===== src/rtl/fifo_rd_pkg.sv =====
// Shared types and default sizes for the FIFO read-side engine.
package fifo_rd_pkg;

    typedef enum logic [1:0] {
        IDLE     = 2'd0,
        READ     = 2'd1,
        WAIT_OUT = 2'd2,
        DONE     = 2'd3
    } rd_state_e;

    localparam int DEF_FIFO_WIDTH = 16;
    localparam int DEF_LEN_W      = 8;

endpackage


===== src/rtl/fifo_read_master_if.sv =====
// FIFO read port plus outgoing valid/ready stream, seen from the read engine.
interface fifo_read_master_if
    import fifo_rd_pkg::*;
#(
    parameter int FIFO_WIDTH = DEF_FIFO_WIDTH
);
    logic                  fifo_empty;
    logic [FIFO_WIDTH-1:0] fifo_data_out;
    logic                  fifo_underflow;
    logic                  fifo_rd_en;
    logic [FIFO_WIDTH-1:0] m_data;
    logic                  m_valid;
    logic                  m_ready;

    modport master (
        input  fifo_empty, fifo_data_out, fifo_underflow, m_ready,
        output fifo_rd_en, m_data, m_valid
    );

    modport slave (
        output fifo_empty, fifo_data_out, fifo_underflow, m_ready,
        input  fifo_rd_en, m_data, m_valid
    );
endinterface


===== src/rtl/fifo_rd_skid.sv =====
// Two-entry in-order buffer; head is always the oldest stored word.
module fifo_rd_skid
    import fifo_rd_pkg::*;
#(
    parameter int FIFO_WIDTH = DEF_FIFO_WIDTH
) (
    input  logic                  clk,
    input  logic                  rst,
    input  logic                  push,
    input  logic [FIFO_WIDTH-1:0] push_data,
    input  logic                  pop,
    output logic [FIFO_WIDTH-1:0] head,
    output logic [1:0]            occ
);
    logic [FIFO_WIDTH-1:0] ent0_r;
    logic [FIFO_WIDTH-1:0] ent1_r;
    logic [1:0]            occ_r;

    // Entry storage and occupancy; push at occ==2 and pop at occ==0 never occur.
    always_ff @(posedge clk) begin
        if (rst) begin
            ent0_r <= {FIFO_WIDTH{1'b0}};
            ent1_r <= {FIFO_WIDTH{1'b0}};
            occ_r  <= 2'd0;
        end else begin
            case ({push, pop})
                2'b10: begin
                    if (occ_r == 2'd0) begin
                        ent0_r <= push_data;
                    end else begin
                        ent1_r <= push_data;
                    end
                    occ_r <= occ_r + 2'd1;
                end
                2'b01: begin
                    ent0_r <= ent1_r;
                    occ_r  <= occ_r - 2'd1;
                end
                2'b11: begin
                    if (occ_r == 2'd1) begin
                        ent0_r <= push_data;
                    end else begin
                        ent0_r <= ent1_r;
                        ent1_r <= push_data;
                    end
                end
                default: begin
                    occ_r <= occ_r;
                end
            endcase
        end
    end

    assign head = ent0_r;
    assign occ  = occ_r;

endmodule


===== src/rtl/fifo_read_master.sv =====
// Burst read engine: pops N words from the FIFO and re-presents them on a
// valid/ready stream through a 2-entry skid buffer.
module fifo_read_master
    import fifo_rd_pkg::*;
#(
    parameter int FIFO_WIDTH = DEF_FIFO_WIDTH,
    parameter int LEN_W      = DEF_LEN_W
) (
    input  logic                     clk,
    input  logic                     rst,
    input  logic                     cmd_start,
    input  logic [LEN_W-1:0]         cmd_len,
    fifo_read_master_if.master       bus,
    output logic                     busy,
    output logic                     done,
    output logic [LEN_W-1:0]         rd_count,
    output logic                     underflow_err
);
    rd_state_e             state_r;
    rd_state_e             state_nxt_s;
    logic [LEN_W-1:0]      len_r;
    logic [LEN_W-1:0]      issued_r;
    logic [LEN_W-1:0]      rd_count_r;
    logic                  inflight_r;
    logic                  underflow_err_r;
    logic [1:0]            occ_s;
    logic [FIFO_WIDTH-1:0] head_s;
    logic                  pop_s;
    logic                  rd_en_s;
    logic [2:0]            level_s;

    assign pop_s   = bus.m_valid && bus.m_ready;
    // Words buffered plus the one in flight, after this cycle's pop, must leave room.
    assign level_s = {1'b0, occ_s} + {2'b00, inflight_r} - {2'b00, pop_s};
    assign rd_en_s = !rst && (state_r == READ) && !bus.fifo_empty &&
                     (issued_r < len_r) && (level_s < 3'd2);

    assign bus.fifo_rd_en = rd_en_s;
    assign bus.m_valid    = (occ_s != 2'd0);
    assign bus.m_data     = head_s;
    assign busy           = (state_r != IDLE);
    assign done           = (state_r == DONE);
    assign rd_count       = rd_count_r;
    assign underflow_err  = underflow_err_r;

    // State register.
    always_ff @(posedge clk) begin
        if (rst) begin
            state_r <= IDLE;
        end else begin
            state_r <= state_nxt_s;
        end
    end

    // Next-state logic.
    always_comb begin
        state_nxt_s = state_r;
        case (state_r)
            IDLE: begin
                if (cmd_start) begin
                    state_nxt_s = (cmd_len == {LEN_W{1'b0}}) ? DONE : READ;
                end else begin
                    state_nxt_s = IDLE;
                end
            end
            READ: begin
                if (rd_en_s && ((issued_r + LEN_W'(1'b1)) == len_r)) begin
                    state_nxt_s = WAIT_OUT;
                end else begin
                    state_nxt_s = READ;
                end
            end
            WAIT_OUT: begin
                if (!inflight_r && ((occ_s == 2'd0) || ((occ_s == 2'd1) && pop_s))) begin
                    state_nxt_s = DONE;
                end else begin
                    state_nxt_s = WAIT_OUT;
                end
            end
            DONE:    state_nxt_s = IDLE;
            default: state_nxt_s = IDLE;
        endcase
    end

    // Burst bookkeeping: length, issue/delivery counters, read-in-flight, sticky error.
    always_ff @(posedge clk) begin
        if (rst) begin
            len_r           <= {LEN_W{1'b0}};
            issued_r        <= {LEN_W{1'b0}};
            rd_count_r      <= {LEN_W{1'b0}};
            inflight_r      <= 1'b0;
            underflow_err_r <= 1'b0;
        end else begin
            inflight_r <= rd_en_s;
            if ((state_r == IDLE) && cmd_start) begin
                len_r           <= cmd_len;
                issued_r        <= {LEN_W{1'b0}};
                rd_count_r      <= {LEN_W{1'b0}};
                underflow_err_r <= 1'b0;
            end else begin
                if (rd_en_s) begin
                    issued_r <= issued_r + LEN_W'(1'b1);
                end
                if (pop_s && (rd_count_r != len_r)) begin
                    rd_count_r <= rd_count_r + LEN_W'(1'b1);
                end
                if (bus.fifo_underflow && busy) begin
                    underflow_err_r <= 1'b1;
                end
            end
        end
    end

    fifo_rd_skid #(
        .FIFO_WIDTH (FIFO_WIDTH)
    ) u_skid (
        .clk       (clk),
        .rst       (rst),
        .push      (inflight_r),
        .push_data (bus.fifo_data_out),
        .pop       (pop_s),
        .head      (head_s),
        .occ       (occ_s)
    );

endmodule


===== src/flat_wrapper.sv =====
// flat-port wrapper written by rule: the top's interface ports become plain ports
module fifo_read_master_flat import fifo_rd_pkg::*;
#(
    parameter int FIFO_WIDTH = DEF_FIFO_WIDTH,
    parameter int LEN_W      = DEF_LEN_W
)
  (clk, rst, cmd_start, cmd_len, busy, done, rd_count, underflow_err, bus_fifo_empty, bus_fifo_data_out, bus_fifo_underflow, bus_m_ready, bus_fifo_rd_en, bus_m_data, bus_m_valid);
  fifo_read_master_if #(.FIFO_WIDTH(FIFO_WIDTH)) bus_i ();
  input  logic clk;
  input  logic rst;
  input  logic cmd_start;
  input  logic [LEN_W-1:0] cmd_len;
  output logic busy;
  output logic done;
  output logic [LEN_W-1:0] rd_count;
  output logic underflow_err;
  input wire logic [$bits(bus_i.fifo_empty)-1:0] bus_fifo_empty;
  input wire logic [$bits(bus_i.fifo_data_out)-1:0] bus_fifo_data_out;
  input wire logic [$bits(bus_i.fifo_underflow)-1:0] bus_fifo_underflow;
  input wire logic [$bits(bus_i.m_ready)-1:0] bus_m_ready;
  output wire logic [$bits(bus_i.fifo_rd_en)-1:0] bus_fifo_rd_en;
  output wire logic [$bits(bus_i.m_data)-1:0] bus_m_data;
  output wire logic [$bits(bus_i.m_valid)-1:0] bus_m_valid;
  assign bus_i.fifo_empty = bus_fifo_empty;
  assign bus_i.fifo_data_out = bus_fifo_data_out;
  assign bus_i.fifo_underflow = bus_fifo_underflow;
  assign bus_i.m_ready = bus_m_ready;
  assign bus_fifo_rd_en = bus_i.fifo_rd_en;
  assign bus_m_data = bus_i.m_data;
  assign bus_m_valid = bus_i.m_valid;
  fifo_read_master #(.FIFO_WIDTH(FIFO_WIDTH), .LEN_W(LEN_W)) u_core (.clk(clk), .rst(rst), .cmd_start(cmd_start), .cmd_len(cmd_len), .bus(bus_i), .busy(busy), .done(done), .rd_count(rd_count), .underflow_err(underflow_err));
endmodule

===== config.mk =====
export PLATFORM = sky130hd
export DESIGN_NAME = fifo_read_master_flat
export DESIGN_NICKNAME = d
export VERILOG_FILES = /design/src/rtl/fifo_rd_pkg.sv /design/src/rtl/fifo_read_master_if.sv /design/src/rtl/fifo_rd_skid.sv /design/src/rtl/fifo_read_master.sv /design/src/flat_wrapper.sv
export SDC_FILE = /design/constraint.sdc
export NUM_CORES = 1
export LEC_CHECK = 0
export ABC_AREA = 0
export CAP_MARGIN = 20
export CORE_UTILIZATION = 45
export DETAILED_ROUTE_END_ITERATION = 10
export PLACE_DENSITY = 0.68
export SYNTH_ARGS = -nofsm -noshare
export SYNTH_HDL_FRONTEND = slang
export SYNTH_SLANG_ARGS = --single-unit

===== constraint.sdc =====
create_clock -name clk -period 4.15 [get_ports clk]
set_input_delay 1.0375 -clock clk [delete_from_list [all_inputs] [get_ports clk]]
set_output_delay 1.0375 -clock clk [all_outputs]
set_load 0.01 [all_outputs]

* Word-level counts from Yosys, hierarchy flattened *
Cells that the tools add are included.

storage, ports and cells
  register bits after elaboration = 62
  bits of input ports = 30
  output and inout port bits = 29

operators by class
  $add $sub $neg = 6
  magnitude comparators = 2
  equality and inequality tests = 12
  multiplexer cells = 12
  reductions and logical operators = 26

operators with widths
  operator                                            number
  two-way mux 16 bit                                  4
  one-hot mux 16 bit (3 select lines)                 1
  one-hot mux 16 bit (2 select lines)                 1
  adder 8 x 1 -> 8 bit, second input constant         2
  logical AND 1 bit                                   11
  == test 2 bit, second input constant                4
  == test 8 bit                                       1
  zero test 8 bit                                     1
  < comparator 8 bit                                  1
  != test 8 bit                                       1
  one-hot mux 2 bit (4 select lines)                  1
  nonzero test 2 bit                                  4
  == test 2 x 1 -> 1 bit, second input constant       3
  two-way mux 2 bit                                   3
  zero test 2 bit                                     2
  != test 2 bit, second input constant                2
  one-hot mux 2 bit (2 select lines)                  1
  adder 2 x 1 -> 3 bit                                1
  zero test 1 bit                                     3
  < comparator 3 x 2 -> 1 bit, second input constant  1
  AND reduction 3 bit                                 1
  nonzero test 3 bit                                  1
  subtractor 3 x 1 -> 3 bit                           1
  adder 2 x 1 -> 2 bit, second input constant         1
  other kinds (6)                                     6

* Longest topological paths before layout *
  depth after elaboration = 8
  gate-level depth with buffers = 13
  gate-level depth less buffers = 12

* Modules after synthesis *
Synthesis repeated with hierarchy kept, for this count alone.

unflattened totals
  cell total of the unflattened synthesis = 424
  area, all modules = 3,641.0 µm²

modules (own cells, without submodules)
  module            times used  cells an instance  area an instance (µm²)  sequential area each (µm²)
  fifo_read_master  1           225                1,865.5                 560.5
  fifo_rd_skid      1           199                1,775.5                 680.7

* Least setup slack after synthesis *
OpenSTA, ideal clock, no wires.

  path type = in2out
  from = in bus_m_ready
  to = out bus_fifo_rd_en
  data arrival time = 2,980 ps
  required time = 3,113 ps
  path slack = 133 ps
  stages = 9
  cell sequence = nand2_1 ha_1 nand2b_1 fa_1 inv_1 a211oi_1 nand3_1 clkbuf_1 nor2_1

on the way
  cells in the longest elaborated chain, start to end = 4

RTL lines
  item                         line                    text
  from (decl)                  flat_wrapper.sv:20      input wire logic [$bits(bus_i.m_ready)-1:0] bus_m_ready;
  logical AND 1 bit            fifo_read_master.sv:32  assign pop_s = bus.m_valid && bus.m_ready;
  subtractor 3 x 1 -> 3 bit    fifo_read_master.sv:34  assign level_s = {1'b0, occ_s} + {2'b00, inflight_r} - {2'b00, pop_s};
  < comparator 3 x 2 -> 1 bit  fifo_read_master.sv:36  (issued_r < len_r) && (level_s < 3'd2);
  logical AND 1 bit            fifo_read_master.sv:36
  to (decl)                    flat_wrapper.sv:21      output wire logic [$bits(bus_i.fifo_rd_en)-1:0] bus_fifo_rd_en;

Every way passes these cells.

* Worst setup path after layout *
  from = reg u_core.u_skid.occ_r[0] (netlist: u_core.u_skid.occ[0])
  to = out bus_fifo_rd_en

on the way
  cells in the longest elaborated chain, start to end = 5
  elaborated cells between the ends (all ways) = 6
  classes of those cells = add/sub (2); order compare (1); reduce/logical (3)

RTL lines
  item                                                                          line                    text
  from (decl)                                                                   fifo_rd_skid.sv:17      logic [1:0] occ_r;
  from (signal assigned)                                                        fifo_rd_skid.sv:33      occ_r <= occ_r + 2'd1;
  from (signal assigned)                                                        fifo_rd_skid.sv:37      occ_r <= occ_r - 2'd1;
  from (signal assigned)                                                        fifo_rd_skid.sv:48      occ_r <= occ_r;
  parallel branches: the longest is 2 deep, another holds adder 2 x 1 -> 3 bit  -
  subtractor 3 x 1 -> 3 bit *                                                   fifo_read_master.sv:34
  < comparator 3 x 2 -> 1 bit *                                                 fifo_read_master.sv:36
  logical AND 1 bit *                                                           fifo_read_master.sv:36

Mark *: on every way between the ends.

==> flow_metrics.env <==
export IMPL_synth_edf_count=0
export IMPL_io_pins=59
export IMPL_num_rows=30
export IMPL_synth_top_area_share_pct=38.1
export IMPL_crit_path_start_kind="flip-flop"
export IMPL_h_tree_depth=3
export IMPL_ys_warn_count=0
export IMPL_end_kind="primary output"
export IMPL_cp_slowest_cell="fa_1"
export IMPL_clock_sinks=62
export IMPL_max_freq_mhz=260
export IMPL_wl_per_cell_um=13.9
export IMPL_hold_end="u_core.underflow_err"
export IMPL_dieArea_um2=7580
export IMPL_hp_class="flip-flop to flip-flop"
export IMPL_worstSetupPathType="flip-flop to primary output"
export IMPL_r2r_cells=13
export IMPL_cp_num_buf_inv=4
export IMPL_finalHoldViolCount=0
export IMPL_clockBufferDepth=2
export IMPL_ys_seq_elements=62
export IMPL_grt_overflow=0
export IMPL_cp_depth=12
export IMPL_p_leak_nw=1.66
export IMPL_die_h_um=87.0
export IMPL_status="completed"
export IMPL_worst_endpoint_required_ns=3.11
export IMPL_hold_depth=2
export IMPL_synthFlopType="dfxtp_1"
export IMPL_antenna_diode_count=0
export IMPL_fin_worst_skew_ns=0.00636
export IMPL_tns_ns=0
export IMPL_maxSlewViolCount=0
export IMPL_power_density_nw_per_um2=463
export IMPL_io_buffer_count=58
export IMPL_nNetsFinal=477
export IMPL_antenna_found_initial=0
export IMPL_dp_slack_ns=-0.580
export IMPL_drc=0
export IMPL_maxCapViolCount=0
export IMPL_vias_per_cell=5.26
export IMPL_rr_startpoint="u_core.u_skid.occ[0]"
export IMPL_tritoncts="yes"
export IMPL_slew_limit_headroom_pct=43.4
export IMPL_setup_viol=0
export IMPL_synthesis_nets=415
export IMPL_syn_cell_area_um2=3250
export IMPL_grt_max_degree=49
export IMPL_fin_cells=534
export IMPL_final_seq_area_um2=1240
export IMPL_area_growth_pct=27.5
export IMPL_numCtsBuffers=9
export IMPL_regToRegSetupSlack_ns=1.01
export IMPL_grt_use_total_pct=21.3
export IMPL_yosysTopAreaCell="dfxtp_1"
export IMPL_period_minus_slack_ns=3.84
export IMPL_root_buffer="clkbuf_8"
export IMPL_synth_cell_types=51
export IMPL_timing_rr_end="u_core.issued_r[7]"
export IMPL_core_area_um2=6910
export IMPL_yosys_top_cells_area="dfxtp_1 38%, mux2i_1 11%, nor2_1 5.5%, ha_1 5.0%, xor2_1 4.6%"
export IMPL_avgSynthCellArea_um2=8.77
export IMPL_cts_clk_slew_worst_paths_ns=0.07
export IMPL_start_util_pct=47.1
export IMPL_crit_path_frequent_cell="inv_1"
export IMPL_antenna_left=0
export IMPL_firstDrtPassIters=4
export IMPL_grt_pass1_vias=2750
export IMPL_cp_top_family="adder cells"
export IMPL_critPathMaxStageDelay_ns=0.47
export IMPL_synthArstFlopShare_pct=0
export IMPL_cp_max_fo=5
export IMPL_drtIter0Drc=82
export IMPL_totalWireLength_um=7400
export IMPL_grt_pass1_wl_um=12500
export IMPL_ir_drop_v=0.000261
export IMPL_hpwl_um=5310
export IMPL_fin_util_pct=60.1
export IMPL_layout_setup_ws_ns=0.306
export IMPL_drive_gt1_share_pct=9.13
export IMPL_worstPathArrival_ns=2.81
export IMPL_syn_inst=371
export IMPL_n_fill_cell=647
export IMPL_die_w_um=87.0
export IMPL_insertion_delay_ns=0.34
export IMPL_dp_cells=517
export IMPL_tightestPinTransition_ns=0.848
export IMPL_dr_total_vias=2808
export IMPL_hold_start="u_core.underflow_err"
export IMPL_multiInputGateArea_um2=1890
export IMPL_crit_path_cell_trace="inv_1, ha_1, inv_2, nand2_2, ha_4, nand2b_4, fa_1, inv_1, a211oi_2, nand3_1, nor2_2, buf_2"
export IMPL_ys_seq_area_share_pct=38.1
export IMPL_finalCritPeriodShare_pct=92.6
export IMPL_rsz0062_at_grt="no"
export IMPL_routabilityCongestion=0.839
==> flip-flops by register name, summed over array words and instances, names as in the netlist <==
name,count
u_core.u_skid.head,16
u_core.underflow_err,1
u_core.rd_count,8
u_core.u_skid.ent1_r,16
u_core.issued_r,8
u_core.u_skid.occ,2
u_core.state_r,2
u_core.inflight_r,1
u_core.len_r,8
==> worst min-delay path, cell delays in order (launching register included) <==
cell     delay [ns]
dfxtp_1        0.33
a21oi_1        0.04
nor2_1         0.07
==> layout make-up <==
class | instances | share of cell area (%)
inverters | 17 | 1.54
well taps | 96 | 2.90
clock inverters | 6 | 0.935
clock buffers | 10 | 3.08
multi-input cells | 273 | 45.5
flip-flops and latches | 62 | 29.9
repair buffers | 70 | 16.1
==> stage by stage <==
step	cell area [µm²]	power, mW	hold WS [ns]
CTS	4140	1.93	0.480
global route	4150	2.04	0.516
global placement	3950	1.44	0.455
detailed placement	3950	1.46	0.463
finish	4150	1.92	0.472
floorplan	3250	1.16	0.460
==> where the power goes <==
group	internal, mW	switching, mW
combinational	0.370	0.354
sequential	0.679	0.0592
clock	0.214	0.244
==> metal layers <==
| metal | part of all wire, % | track usage [%] | vias to the layer above |
|---|---|---|---|
| met3 | 5.6 | 7.39 | 11 |
| met1 | 46 | 24.5 | 1309 |
| met4 | 1.4 | 6.97 | 0 |
| li1 | - | - | 1432 |
| met2 | 47 | 36.9 | 56 |
| met5 | 0 | 0 | - |
==> cells in the final DEF, fill, tap and decap left out, types with 2 or more instances in the layout <==
master / n
nand4_1: 2
nand2b_1: 3
inv_1: 16
xor2_1: 17
nand3_1: 6
and3_1: 3
clkinvlp_4: 2
o21ai_1: 4
nor2b_1: 3
and2_1: 2
a21oi_1: 23
or3_1: 8
a211o_1: 4
nand2_1: 36
nor4_1: 4
clkbuf_8: 9
xnor2_1: 5
clkinv_2: 3
buf_4: 12
a211oi_1: 17
ha_1: 12
dfxtp_1: 62
mux2i_1: 37
o21ai_0: 2
o31ai_1: 5
nor2_1: 47
or4_1: 5
clkdlybuf4s50_1: 56
==> repair_timing <==
action	in CTS	in global routing
gates cloned	0	0
pin swaps	2	2
hold buffers	0	0
gates resized for setup	8	2
setup endpoints to repair	1	1
setup buffers	0	1
==> logic make-up after synthesis <==
kind of cell               count (synthesis)  synth area share [%]
AOI/OAI and AO/OA                         69                  14.4
xor gates and xnor gates                  23                  6.77
adders and majority gates                 14                  5.61
buffers and inverters                     36                  4.77
DFF                                       62                  38.1
muxes                                     37                  11.4
and+or+nand+nor                          130                  19.0
==> how the worst max path moves through the flow <==
stage / slack, ns / start / endpoint
after floorplan: 0.13 / bus_m_ready / bus_fifo_rd_en
after global placement: -0.53 / bus_m_ready / bus_fifo_rd_en
after global routing: 0.13 / u_core.u_skid.occ[0] / bus_fifo_rd_en
after CTS: 0.01 / bus_m_ready / bus_fifo_rd_en
final: 0.31 / u_core.u_skid.occ[0] / bus_fifo_rd_en
after detailed placement: -0.58 / bus_m_ready / bus_fifo_rd_en
==> cells in the mapped netlist (all sizes together) (2+ instances only) <==
master	instances
o31ai	6
nand2b	4
nand2	37
clkbuf	10
xnor2	6
a21oi	24
or2	2
inv	17
nand3	7
buf	9
a211o	4
xor2	17
or3	8
ha	13
and2	2
nor2b	3
nor2	48
nor4	4
and3	3
a211oi	18
nand4	2
or4	5
o21ai	6
dfxtp	62
mux2i	37
Power figures use the tool's default switching activity.
==> edit: new RTL, same settings <==
Re-encode `rd_state_e` (4 states) as Gray code, 2 bits wide.
--- a/src/rtl/fifo_rd_pkg.sv
+++ b/src/rtl/fifo_rd_pkg.sv
@@ -4,6 +4,6 @@
     typedef enum logic [1:0] {
-        IDLE     = 2'd0,
-        READ     = 2'd1,
-        WAIT_OUT = 2'd2,
-        DONE     = 2'd3
+        IDLE     = 2'b00,
+        READ     = 2'b01,
+        WAIT_OUT = 2'b11,
+        DONE     = 2'b10
     } rd_state_e;
Behaviour: no difference found for any inputs over 4 cycles, from zero or initial values and one cycle with rst high; so few cycles prove little.
==> edit against the unedited design <==
Sequential cell count unchanged. Highest routed layer unchanged. Clock power up 19%. Register-to-register slack got worse by 0.81 ns. Maximum frequency decreased by 4.6%. Clock skew grew 0.0022 ns. Area after synthesis shrank 2.9%. Largest cell class unchanged. Design area is 2.0% higher. Core utilization is 2.2 points higher. Power is 3.9% higher. Critical path type is now in -> reg. Count of clock-buffer cells in the layout is the same. Synthesized cell count down 4.0%. Worst setup slack lost 0.18 ns. Routed wire length increased by 4.7%.
==> edit: results (changes against the unedited design) <==
| Metric | Value |
|---|---|
| P_leak | 1.69 nW (+1.8%) |
| Share of layout cells above drive strength 1 | 13.5% (+4.4 points) |
| GRT Total Usage | 21.9% (+0.59 points) |
| First-pass GRT wire length | 12.5 mm (+0.50%) |
| Vias in the first global route | 2710 (-1.5%) |
| Switch share | 32.3% (-1.9 points) |
| Worst VDD drop | 0.000317 V (+22%) |
| Area after DPL | 3910 um^2 (-0.86%) |
| Area contributors post-synth | dfxtp_1, mux2i_1, nor2_1 |
| Cells after Synth | 356 (-4.0%) |
| FILL cells | 608 (-6.0%) |
| CP max FO | 2 (-3) |
| Clk pwr share | 27.3% (+3.4 points) |
| Synth warnings | 0 (unchanged) |
| Pre-CTS setup slack | -0.739 ns (-0.158 ns) |
| Synth Area in Compound Gates | 13.0% (-1.3 points) |
| Post-synthesis mux area share | 11.7% (+0.34 points) |
| Worst slew margin | 39.1% (-4.3 points) |
| Post-Place Cells | 506 (-2.1%) |
| Initial DRT Pass Iterations | 4 (unchanged) |
| Seq/Total Area, Yosys | 39.3% (+1.1 points) |
| Vias per cell | 5.30 (+0.87%) |
| Post-Synth XOR/XNOR Area | 7.37% (+0.60 points) |
| WP data arrival | 4.29 ns (+1.48 ns) |
| CP max-delay cell | or4b_4 |
| Synth cell types | 43 (-16%) |
| 1st-iter DRT viols | 130 (+59%) |
| Pin count of the biggest net entering global routing | 54 (+10%) |
| Combinational power | 0.703 mW (-2.9%) |
| WL/cell | 14.5 um (+4.9%) |
| CP top delay family | buffers and inverters |
| Adder-Cell Fraction of Synth Area | 5.78% (+0.17 points) |
| Post-Syn Nets | 400 (-3.6%) |
| Placer's final routability congestion estimate | 0.872 (+3.9%) |
| Status | completed |
| Syn-to-layout area delta | 33.9% |
| Worst Skew | 0.00857 ns (+0.00221 ns) |
| Commonest cells post-synth | dfxtp_1, nor2_1, mux2i_1 |
| Switching power total | 0.644 mW (-1.9%) |
| Finished Layout Cells | 533 (-0.19%) |
| Layout Nets | 476 (-0.21%) |
| DP Wirelength | 5.27 mm (-0.67%) |
| # H-tree levels | 3 (unchanged) |
-- edit: path summary, 6_finish.rpt --
check / startpoint / endpoint / slack [ns] / cells past startpoint
setup / recovery: bus_m_ready / u_core.state_r[1] / 0.12 / 20
hold / removal: u_core.underflow_err / u_core.underflow_err / 0.48 / 2
setup reg to reg: u_core.u_skid.occ[0] / u_core.state_r[1] / 0.20 / 21
hold reg to reg: u_core.underflow_err / u_core.underflow_err / 0.48 / 2
-- edit: per-layer routing --
layer	global-route usage (%)	wire (um)	up-vias
li1	-	-	1406
met1	26.2	3570	1341
met2	36.3	3660	71
met3	7.12	398	9
met4	8.94	114	0
met5	0	0	-
-- edit: area by class of cell --
class | count | area share [%]
well taps | 96 | 2.84
multi-input cells | 261 | 43.7
flip-flops and latches | 62 | 29.3
clock buffers | 10 | 3.25
repair buffers | 83 | 18.0
inverters | 15 | 1.33
clock inverters | 6 | 1.63
-- edit: repair_timing --
action	CTS	global route
endpoints found under the setup margin	1	2
gates resized for setup	12	1
buffers inserted	11	0
pin swaps	4	2
